<file path="config.mk">
export PLATFORM = sky130hd
export DESIGN_NAME = cache_mem_arbiter_flat
export DESIGN_NICKNAME = d
export VERILOG_FILES = /design/src/rtl/cache_mem_arbiter_pkg.sv /design/src/rtl/cache_mem_arbiter_if.sv /design/src/rtl/cache_mem_arbiter_burst_beat_counter.sv /design/src/rtl/cache_mem_arbiter.sv /design/src/flat_wrapper.sv
export SDC_FILE = /design/constraint.sdc
export NUM_CORES = 1
export LEC_CHECK = 0
export BUFFER_PORTS_ARGS = -buffer_cell sky130_fd_sc_hd__buf_2
export CORE_AREA = 2 2 118 120
export CTS_BUF_LIST = sky130_fd_sc_hd__clkbuf_16
export CTS_CLUSTER_SIZE = 8
export DETAILED_ROUTE_END_ITERATION = 12
export DIE_AREA = 0 0 120 122
export GPL_TIMING_DRIVEN = 0
export MAX_ROUTING_LAYER = met4
export PLACE_DENSITY_LB_ADDON = 0.08
export REMOVE_ABC_BUFFERS = 1
export SLEW_MARGIN = 40
export SYNTH_ARGS = -nofsm -noshare
export SYNTH_HDL_FRONTEND = slang
export SYNTH_SLANG_ARGS = --single-unit
</file>
<file path="constraint.sdc">
create_clock -name clk -period 2.2 [get_ports clk]
set_clock_uncertainty 0.2 [all_clocks]
set_input_delay 0.44 -clock clk [delete_from_list [all_inputs] [get_ports clk]]
set_output_delay 0.44 -clock clk [all_outputs]
set_load 0.05 [all_outputs]
</file>
<file path="src/rtl/cache_mem_arbiter_pkg.sv">
// Shared types for the cache/memory bus arbiter: FSM states and bus-side structs.
package cache_pkg;
    localparam int WORD_W = 32;

    typedef enum logic [1:0] {
        IDLE  = 2'd0,
        OWN_D = 2'd1,
        OWN_I = 2'd2
    } arb_state_t;

    typedef struct packed {
        logic              req;
        logic              wen;
        logic [WORD_W-1:0] addr;
        logic [WORD_W-1:0] wdata;
        logic              wlast;
    } mem_req_t;

    typedef struct packed {
        logic [WORD_W-1:0] rdata;
        logic              addr_ok;
        logic              data_ok;
    } mem_rsp_t;
endpackage

</file>
<file path="src/rtl/cache_mem_arbiter_if.sv">
// One SRAM-like bus link: request side from master, response side from slave.
interface cache_mem_arbiter_if;
    import cache_pkg::*;

    mem_req_t rq;
    mem_rsp_t rsp;

    modport master (output rq, input rsp);
    modport slave  (input rq, output rsp);
endinterface

</file>
<file path="src/rtl/cache_mem_arbiter_burst_beat_counter.sv">
// Saturating addr/data beat counters for one burst; done fires on the final data beat.
module burst_beat_counter #(
    parameter int BURST_LEN = 4
) (
    input  logic clk,
    input  logic reset,
    input  logic clr,
    input  logic addr_inc,
    input  logic data_inc,
    output logic addr_room,
    output logic done
);
    localparam int CW = $clog2(BURST_LEN) + 1;
    localparam logic [CW-1:0] LAST = CW'(BURST_LEN);

    logic [CW-1:0] addr_cnt;
    logic [CW-1:0] data_cnt;

    always_ff @(posedge clk or negedge reset) begin
        if (!reset) begin
            addr_cnt <= '0;
            data_cnt <= '0;
        end else if (clr) begin
            addr_cnt <= '0;
            data_cnt <= '0;
        end else begin
            if (addr_inc && addr_cnt != LAST) addr_cnt <= addr_cnt + CW'(1);
            if (data_inc && data_cnt != LAST) data_cnt <= data_cnt + CW'(1);
        end
    end

    assign addr_room = addr_cnt < LAST;
    assign done      = data_inc && (data_cnt == LAST - CW'(1));
endmodule

</file>
<file path="src/rtl/cache_mem_arbiter.sv">
// Arbitrates the shared memory bus between the D and I cache engines, one burst per grant.
// Build option: CACHE_ARB_RR_EN selects round-robin; otherwise fixed priority D over I.
//
// state | meaning
// IDLE  | bus quiet, grant decided from current requests
// OWN_D | D port muxed onto the bus until its last data beat
// OWN_I | I port muxed onto the bus until its last data beat
module cache_mem_arbiter
    import cache_pkg::*;
#(
    parameter int BURST_LEN = 4
) (
    input logic                  clk,
    input logic                  reset,
    cache_mem_arbiter_if.slave   d_port,
    cache_mem_arbiter_if.slave   i_port,
    cache_mem_arbiter_if.master  mem
);
    arb_state_t state;
    arb_state_t state_nxt;
    mem_req_t   owner_rq;
    mem_req_t   bus_rq;
    logic       pick_d;
    logic       addr_room;
    logic       done;
    logic       addr_inc;
    logic       data_inc;

    always_ff @(posedge clk or negedge reset) begin
        if (!reset) state <= IDLE;
        else        state <= state_nxt;
    end

`ifdef CACHE_ARB_RR_EN
    // 1 = D owned last; reset value points at I so D wins the first tie.
    logic last_grant;

    always_ff @(posedge clk or negedge reset) begin
        if (!reset)
            last_grant <= 1'b0;
        else if (state == IDLE && state_nxt != IDLE)
            last_grant <= (state_nxt == OWN_D);
    end

    assign pick_d = d_port.rq.req && (!i_port.rq.req || !last_grant);
`else
    assign pick_d = d_port.rq.req;
`endif

    always_comb begin
        state_nxt = state;
        owner_rq  = '0;
        case (state)
            IDLE: begin
                if (pick_d)              state_nxt = OWN_D;
                else if (i_port.rq.req)  state_nxt = OWN_I;
            end
            OWN_D: begin
                owner_rq = d_port.rq;
                if (done) state_nxt = IDLE;
            end
            OWN_I: begin
                owner_rq = i_port.rq;
                if (done) state_nxt = IDLE;
            end
            default: state_nxt = IDLE;
        endcase
        bus_rq     = owner_rq;
        bus_rq.req = owner_rq.req && addr_room;
    end

    assign mem.rq = bus_rq;

    // Data beats outside a burst are a bridge protocol error and are dropped here.
    assign addr_inc = bus_rq.req && mem.rsp.addr_ok;
    assign data_inc = mem.rsp.data_ok && (state != IDLE);

    burst_beat_counter #(.BURST_LEN(BURST_LEN)) u_cnt (
        .clk       (clk),
        .reset     (reset),
        .clr       (done),
        .addr_inc  (addr_inc),
        .data_inc  (data_inc),
        .addr_room (addr_room),
        .done      (done)
    );

    assign d_port.rsp.rdata   = mem.rsp.rdata;
    assign d_port.rsp.addr_ok = (state == OWN_D) && addr_inc;
    assign d_port.rsp.data_ok = (state == OWN_D) && mem.rsp.data_ok;

    assign i_port.rsp.rdata   = mem.rsp.rdata;
    assign i_port.rsp.addr_ok = (state == OWN_I) && addr_inc;
    assign i_port.rsp.data_ok = (state == OWN_I) && mem.rsp.data_ok;
endmodule

</file>
<file path="src/flat_wrapper.sv">
// flat-port wrapper written by rule: the top's interface ports become plain ports
module cache_mem_arbiter_flat import cache_pkg::*;
#(
    parameter int BURST_LEN = 4
)
  (clk, reset, d_port_rq, d_port_rsp, i_port_rq, i_port_rsp, mem_rq, mem_rsp);
  cache_mem_arbiter_if d_port_i ();
  cache_mem_arbiter_if i_port_i ();
  cache_mem_arbiter_if mem_i ();
  input logic clk;
  input logic reset;
  input wire logic [$bits(d_port_i.rq)-1:0] d_port_rq;
  output wire logic [$bits(d_port_i.rsp)-1:0] d_port_rsp;
  input wire logic [$bits(i_port_i.rq)-1:0] i_port_rq;
  output wire logic [$bits(i_port_i.rsp)-1:0] i_port_rsp;
  output wire logic [$bits(mem_i.rq)-1:0] mem_rq;
  input wire logic [$bits(mem_i.rsp)-1:0] mem_rsp;
  assign d_port_i.rq = d_port_rq;
  assign d_port_rsp = d_port_i.rsp;
  assign i_port_i.rq = i_port_rq;
  assign i_port_rsp = i_port_i.rsp;
  assign mem_rq = mem_i.rq;
  assign mem_i.rsp = mem_rsp;
  cache_mem_arbiter #(.BURST_LEN(BURST_LEN)) u_core (.clk(clk), .reset(reset), .d_port(d_port_i), .i_port(i_port_i), .mem(mem_i));
endmodule
</file>
* Yosys cells after proc, flatten, opt, wreduce, memory -nomap -nowiden
Cells that the tools add are included.
Storage, ports and cells: logic and storage cells 38, input port bits 170, register bits after elaboration 8
Cells by class: eq/ne operators 7, muxes and demuxes 9, add/subtract/negate cells 2, reduce and logical (&&, ||, !) cells 16, $lt $le $gt $ge 1
Operators with widths (count):
- one-hot mux 67 bit (2 select lines) | 1
- two-way mux 3 bit | 4
- logical AND 1 bit | 10
- != test 3 bit, second input constant | 3
- adder 3 x 1 -> 3 bit, second input constant | 2
- two-way mux 2 bit | 3
- nonzero test 2 bit | 3
- one-hot mux 2 bit (2 select lines) | 1
- equality test 3 x 2 -> 1 bit, second input constant | 1
- < comparator 3 bit, second input constant | 1
- equality test 2 x 1 -> 1 bit, second input constant | 1
- equality test 2 bit, second input constant | 1
- zero test 2 bit | 1
- != test 2 x 1 -> 1 bit, second input constant | 1
- AND reduction 2 bit | 1
- OR reduction 2 bit | 1

* Logic depth before layout (Yosys ltp)
Gate-level depths: netlist (run 1).
word-level depth 7, depth in mapped cells 7, gate-level depth less buffers 5

* Hierarchy
A second synthesis (run 1) with hierarchy kept.
Unflattened totals: cell total of the unflattened synthesis 277, area total of the unflattened synthesis 2097.0 sq um
Modules (own cells, without submodules):
- cache_mem_arbiter | times used 1, sequential area each 50.0 sq um, cells each 242, area each 1735.4 sq um
- burst_beat_counter | times used 1, sequential area each 150.1 sq um, cells each 35, area each 361.6 sq um

* Least setup slack after synthesis (run 1)
Ideal clock, no wire load.
kind register to output, start point reg u_core.state[1], end point out mem_rq[66], path slack -0.613 ns, data required time 1.560 ns, cell stages (with the launch flop) 6, arrival time 2.173 ns, path buffers 2, cell sequence dfrtp_1 > inv_1 > ha_1 > buf_2 > buf_2 > nor3b_1
Between the ends: cells in the longest elaborated chain, start to end 3
RTL lines:
- from (decl) | line cache_mem_arbiter.sv:19 | arb_state_t state;
- from (signal assigned) | line cache_mem_arbiter.sv:31 | else state <= state_nxt;
- equality test 2 bit / equality test 2 x 1 -> 1 bit (equally long branches) | line cache_mem_arbiter.sv:53 | case (state)
- one-hot mux 67 bit (2 select lines) (*) | line cache_mem_arbiter.sv:53
- logical AND 1 bit (*) | line cache_mem_arbiter.sv:69 | bus_rq.req = owner_rq.req && addr_room;
- to (decl) | line flat_wrapper.sv:16 | output wire logic [$bits(mem_i.rq)-1:0] mem_rq;
Mark *: on every way between the ends. The rest lies on a longest branch, timed or not.

* Worst setup path in the final report (run 1)
start point reg u_core.state[1], end point out i_port_rsp[1]
Between the ends: cells in the longest elaborated chain, start to end 5
RTL lines:
- equality test 2 bit / equality test 2 x 1 -> 1 bit (equally long branches) | line cache_mem_arbiter.sv:53, cache_mem_arbiter.sv:93
- one-hot mux 67 bit (2 select lines) | line cache_mem_arbiter.sv:53
- logical AND 1 bit | line cache_mem_arbiter.sv:69
- logical AND 1 bit | line cache_mem_arbiter.sv:75 | assign addr_inc = bus_rq.req && mem.rsp.addr_ok;
- logical AND 1 bit (*) | line cache_mem_arbiter.sv:93 | assign i_port.rsp.addr_ok = (state == OWN_I) && addr_inc;
- to (decl) | line flat_wrapper.sv:15 | output wire logic [$bits(i_port_i.rsp)-1:0] i_port_rsp;
Marks and branches as above.

==> summary.txt, run 1 <==
Synthesis
  – Count leader, synth: nor2b_1
  – Cell count after synthesis: 279
  – Yosys cell types: 30
  – Synth Register Bits: 8
  – Yosys top cell area share: between 20% and 30%
  – Leading area contributor after synthesis: buf_4
  – Ys flop type: dfrtp_1
  – Count of warnings emitted by yosys: 0
  – Register area share after synthesis: 9.46%
  – Synth Area per Inst: around 7.6 um^2
  – Post-synth top cells: nor2b_1, buf_4, a22oi_1
  – Number of synthesized flops with an enable pin: 0
  – Post-synthesis cell area: 2120 um^2
  – Synth top area cells: buf_4, a22oi_1, nor2b_1, dfrtp_1, ha_1
  – Ys async rst share: between 90% and 100%

Critical path
  – Worst-path fanout max: 6
  – CP max stage cell: dfrtp_1
  – Startpoint class of the critical path: flip-flop
  – Critical Path Max Stage Delay: 410 ps
  – Worst path cell trace: inv_2, ha_4, buf_6, a22oi_2, nor2_4, and2_4, buf_8
  – Crit. End Element: output port
  – Arrival time worst endpoint: between 1500 and 2000 ps
  – Critical path required time: between 1500 and 2000 ps
  – Crit path kind: flip-flop to output port

Flow run
  – Max Cap Viol: 0

Floorplan
  – FP Rows: 43
  – Core Footprint: between 10000 and 15000 um^2
  – Die area: around 15000 um^2
  – # IOs: 305
  – Die H: 122 um
  – Initial Util: 15.7%
  – Die width: 120 um

STA
  – Slew HR: 80.1%
  – Actual slew at the worst max-slew pin: 299 ps
  – Final hold slack: 309 ps
  – Final setup viols: 68
  – Final hold vios: 0
  – Worst Setup Slack, final: -130 ps
  – Peak Freq: 429 MHz
  – RSZ-0062 raised after global routing: true
  – Pins Over Slew Limit: 0
  – Period utilization: 106%
  – Tmin final: 2330 ps

Routing
  – DR vias: ~2700
  – 1st-iter DRT viols: 126
  – DRC: 0
  – Routed Antenna Nets: 0
  – Drt total wl: 14.5 mm
  – DRT Pass-1 Iters: 6
  – Routed WL per cell: 24.0 um
  – Via-to-Cell Ratio: 4.38

CTS
  – Clk Latency, worst-skew pair: 230 ps
  – Sink Count: 8
  – CTS root buffer: clkbuf_16
  – CTS tree: yes
  – CTS H-Tree Depth: 1
  – CTS clock-pin slew for the worst setup and hold paths: 40 ps
  – Total CTS buffers: 3
  – Max Buffers Root-to-Sink: 2

Layout
  – Area grow syn2layout: 74.4%
  – Final net count: 607
  – Fraction of layout cells with a size suffix above 1: 66.7%
  – Non-Filler Instances: between 600 and 700
  – N_diodes: 0

Power and ir drop
  – Worst vdd ir: 0.523 mV
  – Pwr/cell area: between 1000 and 1500 nW/um^2
  – Leakage: 0.00171 uW

Global route
  – Global route total overflow: 0
  – Vias in the first global route: 2506
  – GRT Overall Usage: between 10% and 20%
  – Global-route wire length before repair: 19.1 mm
  – Initial antenna violation count: 0
  – Largest net degree at the start of global routing: 44

Placed design
  – # placed instances: between 500 and 600
  – Final GP Congestion: 0.743
  – Port bufs: 208
  – Detailed placement HPWL: 11.3 mm

Outcome
  – Run status: finished, violations left
  – Failing checks: setup timing

Worst hold path
  – Worst Hold Class: primary input to flip-flop
-- layer usage --
metal / vias up / routed length, um / GRT usage (%)
li1: 1209 / - / -
met1: 1241 / 4930 / 18.4
met2: 202 / 7290 / 31.8
met3: 4 / 2110 / 12.1
met4: 0 / 213 / 3.16
met5: - / 0 / -
-- power breakdown --
part,total [uW],switching [uW],internal [uW]
Sequential,227,36.6,191
Combinational,4940,2890,2050
Clock,303,69.1,234
-- per-stage QoR --
stage               area (um^2)  power (uW)  util (%)  TNS, ps  worst slack, ps
floorplan                  1500        2940         -   -80970            -1620
detailed placement         2860        4060      21.2   -14600             -303
global route               3690        5760      27.3    -9410             -197
global placement           2760        3750      20.5  -133830            -2150
CTS                        3480        5240      25.8    -6840             -149
finish                     3690        5470      27.3    -4300             -130
-- worst max-delay path: cells and delay by family (launching register included) --
| kind | cells | cell delay, ps |
|---|---|---|
| AO/OA/AOI/OAI | 1 | 240 |
| adder cells (fa/ha/maj) | 1 | 210 |
| buffers and inverters | 3 | 360 |
| flip-flops | 1 | 410 |
| AND/OR/NAND/NOR | 2 | 230 |
-- worst paths after layout --
| path | startpoint | endpoint | slack, ps | depth (start not counted) |
|---|---|---|---|---|
| setup / recovery | u_core.state[1] | i_port_rsp[1] | -130 | 7 |
| hold / removal | d_port_rq[66] | u_core.state[0] | 310 | 3 |
| setup reg to reg | u_core.u_cnt.data_cnt[0] | u_core.state[1] | 440 | 5 |
| hold reg to reg | u_core.u_cnt.data_cnt[2] | u_core.u_cnt.data_cnt[2] | 330 | 2 |
| max in group asynchronous | reset | u_core.state[0] | 1220 | 2 |
| min in group asynchronous | reset | u_core.u_cnt.data_cnt[0] | 400 | 2 |
-- registers in the layout, summed over array words and instances (netlist names) --
name,count
u_core.u_cnt.addr_cnt,3
u_core.state,2
u_core.u_cnt.data_cnt,3
-- final cells by class --
| class | count | area, um^2 |
|---|---|---|
| Inverter | 7 | 26.3 |
| Timing Repair Buffer | 233 | 1740 |
| Tap cell | 180 | 225 |
| Multi-Input combinational cell | 176 | 1420 |
| Sequential cell | 8 | 200 |
| Fill cell | 1519 | 9810 |
| Clock buffer | 3 | 75.1 |
-- logic make-up after synthesis --
| logic type | share of synthesized area, % |
|---|---|
| AOI/OAI and AO/OA | 27.7 |
| DFF | 9.46 |
| adders and majority gates | 4.73 |
| muxes | 1.66 |
| and+or+nand+nor | 25.9 |
| buffers and inverters | 30.5 |
-- layout by cell type, fill, tap and decap left out, drive strengths merged, types with 2 or more instances in the layout --
master / n
and2: 4
ha: 8
nor2: 2
nand2: 9
inv: 7
a22oi: 67
buf: 230
a21oi: 2
nor2b: 68
mux2i: 2
nand3b: 2
dfrtp: 8
clkbuf: 5
-- what timing repair did --
action,4_1_cts,5_1_grt
hold buffers,1,0
gates cloned,2,1
setup buffers,18,1
gates resized for setup,111,61
pin swaps,5,1
endpoints found under the setup margin,71,71
endpoints found under the hold margin,8,0
(Power assumes the default switching activity.)
==> run 2: changes to the inputs <==
PLACE_DENSITY = 0.56   (was default)
PLACE_DENSITY_LB_ADDON = default   (was 0.08)
==> summary.txt, run 2 (synthesis gave the netlist of run 1 again) <==
Power and ir drop
  – Sequential Power Share: 3.3% (was 4.2%)
  – Clk network pwr share: 4.5% (was 5.5%)
  – Net switching power: 3400 uW (was 2990 uW)
  – Worst vdd ir: 0.917 mV (was 0.523 mV)
  – Logic pwr share: 92.2% (was 90.3%)
  – Pint: 3400 uW (was 2480 uW)
  – Switching share of power: 50.0% (was 54.7%)
  – Pwr/cell area: 1610 nW/um^2 (was 1480 nW/um^2)
  – Leakage: 0.00190 uW (was 0.00171 uW)

Routing
  – Drt total wl: 14.9 mm (was 14.5 mm)
  – Routed WL per cell: 24.0 um (about the same)
  – Routed Antenna Nets: 0 (unchanged)
  – DRT Pass-1 Iters: 4 (was 6)
  – DR vias: 2725 (was 2656)
  – Via-to-Cell Ratio: 4.40 (was 4.38)
  – DRC: 0 (unchanged)
  – 1st-iter DRT viols: 126 (unchanged)

Layout
  – Final Util: 31.2% (was 27.3%)
  – # fillers: 1404 (was 1519)
  – Sequential cell area: 200 um^2 (unchanged)
  – Fraction of layout cells with a size suffix above 1: 74.9% (was 66.7%)
  – Final net count: 619 (was 607)
  – Most common cell after layout, fill and taps aside: buf_2 (unchanged)
  – Area of the multi-input gates: 1620 um^2 (was 1420 um^2)
  – Biggest regs: u_core.u_cnt.addr_cnt x3, u_core.u_cnt.data_cnt x3, u_core.state x2 (unchanged)
  – N_diodes: 0 (unchanged)
  – Design area: 4220 um^2 (was 3690 um^2)
  – Commonest non-fill, non-tap cells in the layout: buf_2, buf_6, a22oi_1 (was buf_2, a22oi_1, buf_6)
  – Area grow syn2layout: 99.3% (was 74.4%)

STA
  – Tmin final: 2330 ps (about the same)
  – Peak Freq: 428 MHz (was 429 MHz)
  – Final hold vios: 0 (unchanged)
  – Pins Over Slew Limit: 0 (unchanged)
  – Period utilization: 106% (about the same)
  – Actual slew at the worst max-slew pin: 273 ps (was 299 ps)
  – Slew HR: 81.8% (was 80.1%)
  – Worst Setup Slack, final: -135 ps (was -130 ps)
  – Final setup viols: 68 (unchanged)
  – RSZ-0062 raised after global routing: true (unchanged)

Placed design
  – Final GP Congestion: 1.03 (was 0.743)
  – DP Worst Slack: -503 ps (was -303 ps)
  – Detailed placement HPWL: 10.0 mm (was 11.3 mm)
  – Placed inst area: 2870 um^2 (was 2860 um^2)
  – Port bufs: 208 (unchanged)

Floorplan
  – Core Footprint: 13500 um^2 (unchanged)
  – FP Rows: 43 (unchanged)
  – Initial Util: 15.7% (unchanged)
  – Die H: 122 um (unchanged)
  – # IOs: 305 (unchanged)
  – Die width: 120 um (unchanged)
  – Die area: 14600 um^2 (unchanged)

Global route
  – Largest net degree at the start of global routing: 36 (was 44)
  – Initial antenna violation count: 1 (was 0)
  – GRT Overall Usage: 17.9% (was 18.7%)
  – Vias in the first global route: 2466 (was 2506)
  – Global-route wire length before repair: 18.0 mm (was 19.1 mm)
  – Global route total overflow: 0 (unchanged)

CTS
  – Total CTS buffers: 3 (unchanged)
  – CTS H-Tree Depth: 1 (unchanged)
  – CTS clock-pin slew for the worst setup and hold paths: 40 ps (about the same)
  – Max Buffers Root-to-Sink: 2 (unchanged)
  – Sink Count: 8 (unchanged)
  – CTS root buffer: clkbuf_16 (unchanged)
  – Clk Latency, worst-skew pair: 230 ps (about the same)
  – CTS tree: yes (unchanged)

Critical path
  – Cells on worst reg2reg path: 8 (was 5)
  – Worst-path fanout max: 3 (was 6)
  – Reg-to-reg startpoint: u_core.state[0] (was u_core.u_cnt.data_cnt[0])
  – Crit. End Element: output port (unchanged)
  – Crit path kind: flip-flop to output port (unchanged)
  – Startpoint class of the critical path: flip-flop (unchanged)
  – Critical path required time: 1560 ps (about the same)
  – Worst R2R End: u_core.u_cnt.addr_cnt[1] (was u_core.state[1])
  – R2R Setup Slk: 350 ps (was 440 ps)
  – Arrival time worst endpoint: 1690 ps (about the same)

Worst hold path
  – Endpoint, Worst Hold: u_core.state[0] (unchanged)
  – Hold Crit Depth: 3 (unchanged)
  – Worst Hold Class: primary input to flip-flop (unchanged)
  – Hold Crit Start: d_port_rq[66] (unchanged)

Outcome
  – Failing checks: setup timing (unchanged)
  – Run status: finished, violations left (unchanged)

Flow run
  – Max Cap Viol: 0 (unchanged)
-- run 2: cell types whose count changed in the layout (fill, tap and decap cells not counted), moves of 6 or more --
cell / delta
a22oi_1: -25
a22oi_2: +25
buf_4: -11
nor2b_4: +11
buf_6: +8
nor2b_1: -8
buf_12: +6
-- run 2: power by group through the flow --
stage / Clock, uW / Combinational [uW] / Sequential (uW)
3_5_place_dp: 0 / 3760 / 231
3_3_place_gp: 0 / 3480 / 221
4_1_cts: 313 / 5490 / 222
5_1_grt: 322 / 6560 / 232
2_1_floorplan: 0 / 2730 / 215
6_report: 308 / 6260 / 225
-- run 2: through the flow --
step | hold slack, ps | TNS (ps) | instances | power, uW
after floorplan | -55.6 | -80970 | 191 | 2940
after global placement | 95.1 | -128730 | 579 | 3700
after detailed placement | 99.9 | -13090 | 582 | 3990
after CTS | 296 | -6090 | 606 | 6020
after global routing | 313 | -9990 | 619 | 7120
final | 297 | -5250 | 619 | 6800
-- run 2: repair_timing --
| item | in CTS | in global routing |
|---|---|---|
| gates cloned | 3 | 5 |
| pin swaps | 5 | 14 |
| hold buffers | 1 | 0 |
| buffers inserted | 17 | 8 |
| gates resized for setup | 179 | 64 |
| hold endpoints to repair | 8 | 0 |
| setup endpoints to repair | 71 | 71 |
-- run 2: cell type report --
class | instances | share of cell area (%)
repair buffers | 245 | 49.2
multi-input cells | 176 | 38.4
well taps | 180 | 5.34
flip-flops and latches | 8 | 4.75
clock buffers | 3 | 1.78
inverters | 7 | 0.623
-- run 2: how the worst max path moves through the flow --
stage | endpoint | cells past startpoint | start
after floorplan | mem_rq[66] | 4 | u_core.state[0]
after global placement | d_port_rsp[1] | 6 | u_core.state[0]
after detailed placement | d_port_rsp[1] | 7 | u_core.state[1]
after CTS | d_port_rsp[1] | 7 | u_core.state[1]
after global routing | d_port_rsp[1] | 7 | u_core.state[0]
final | d_port_rsp[1] | 7 | u_core.state[0]
-- run 2: routing by layer --
metal	global-route usage (%)	routed length (um)	vias up
li1	-	-	1230
met4	2.79	192	0
met2	29.2	7200	179
met3	12.5	2240	14
met1	18.0	5230	1302
met5	-	0	-
-- run 2: critical path, stage by stage, from the launching register on --
cell,delay [ps]
dfrtp_1,380
buf_4,150
ha_4,170
buf_12,130
a22oi_2,250
nor2_4,80
and2_4,170
buf_8,140
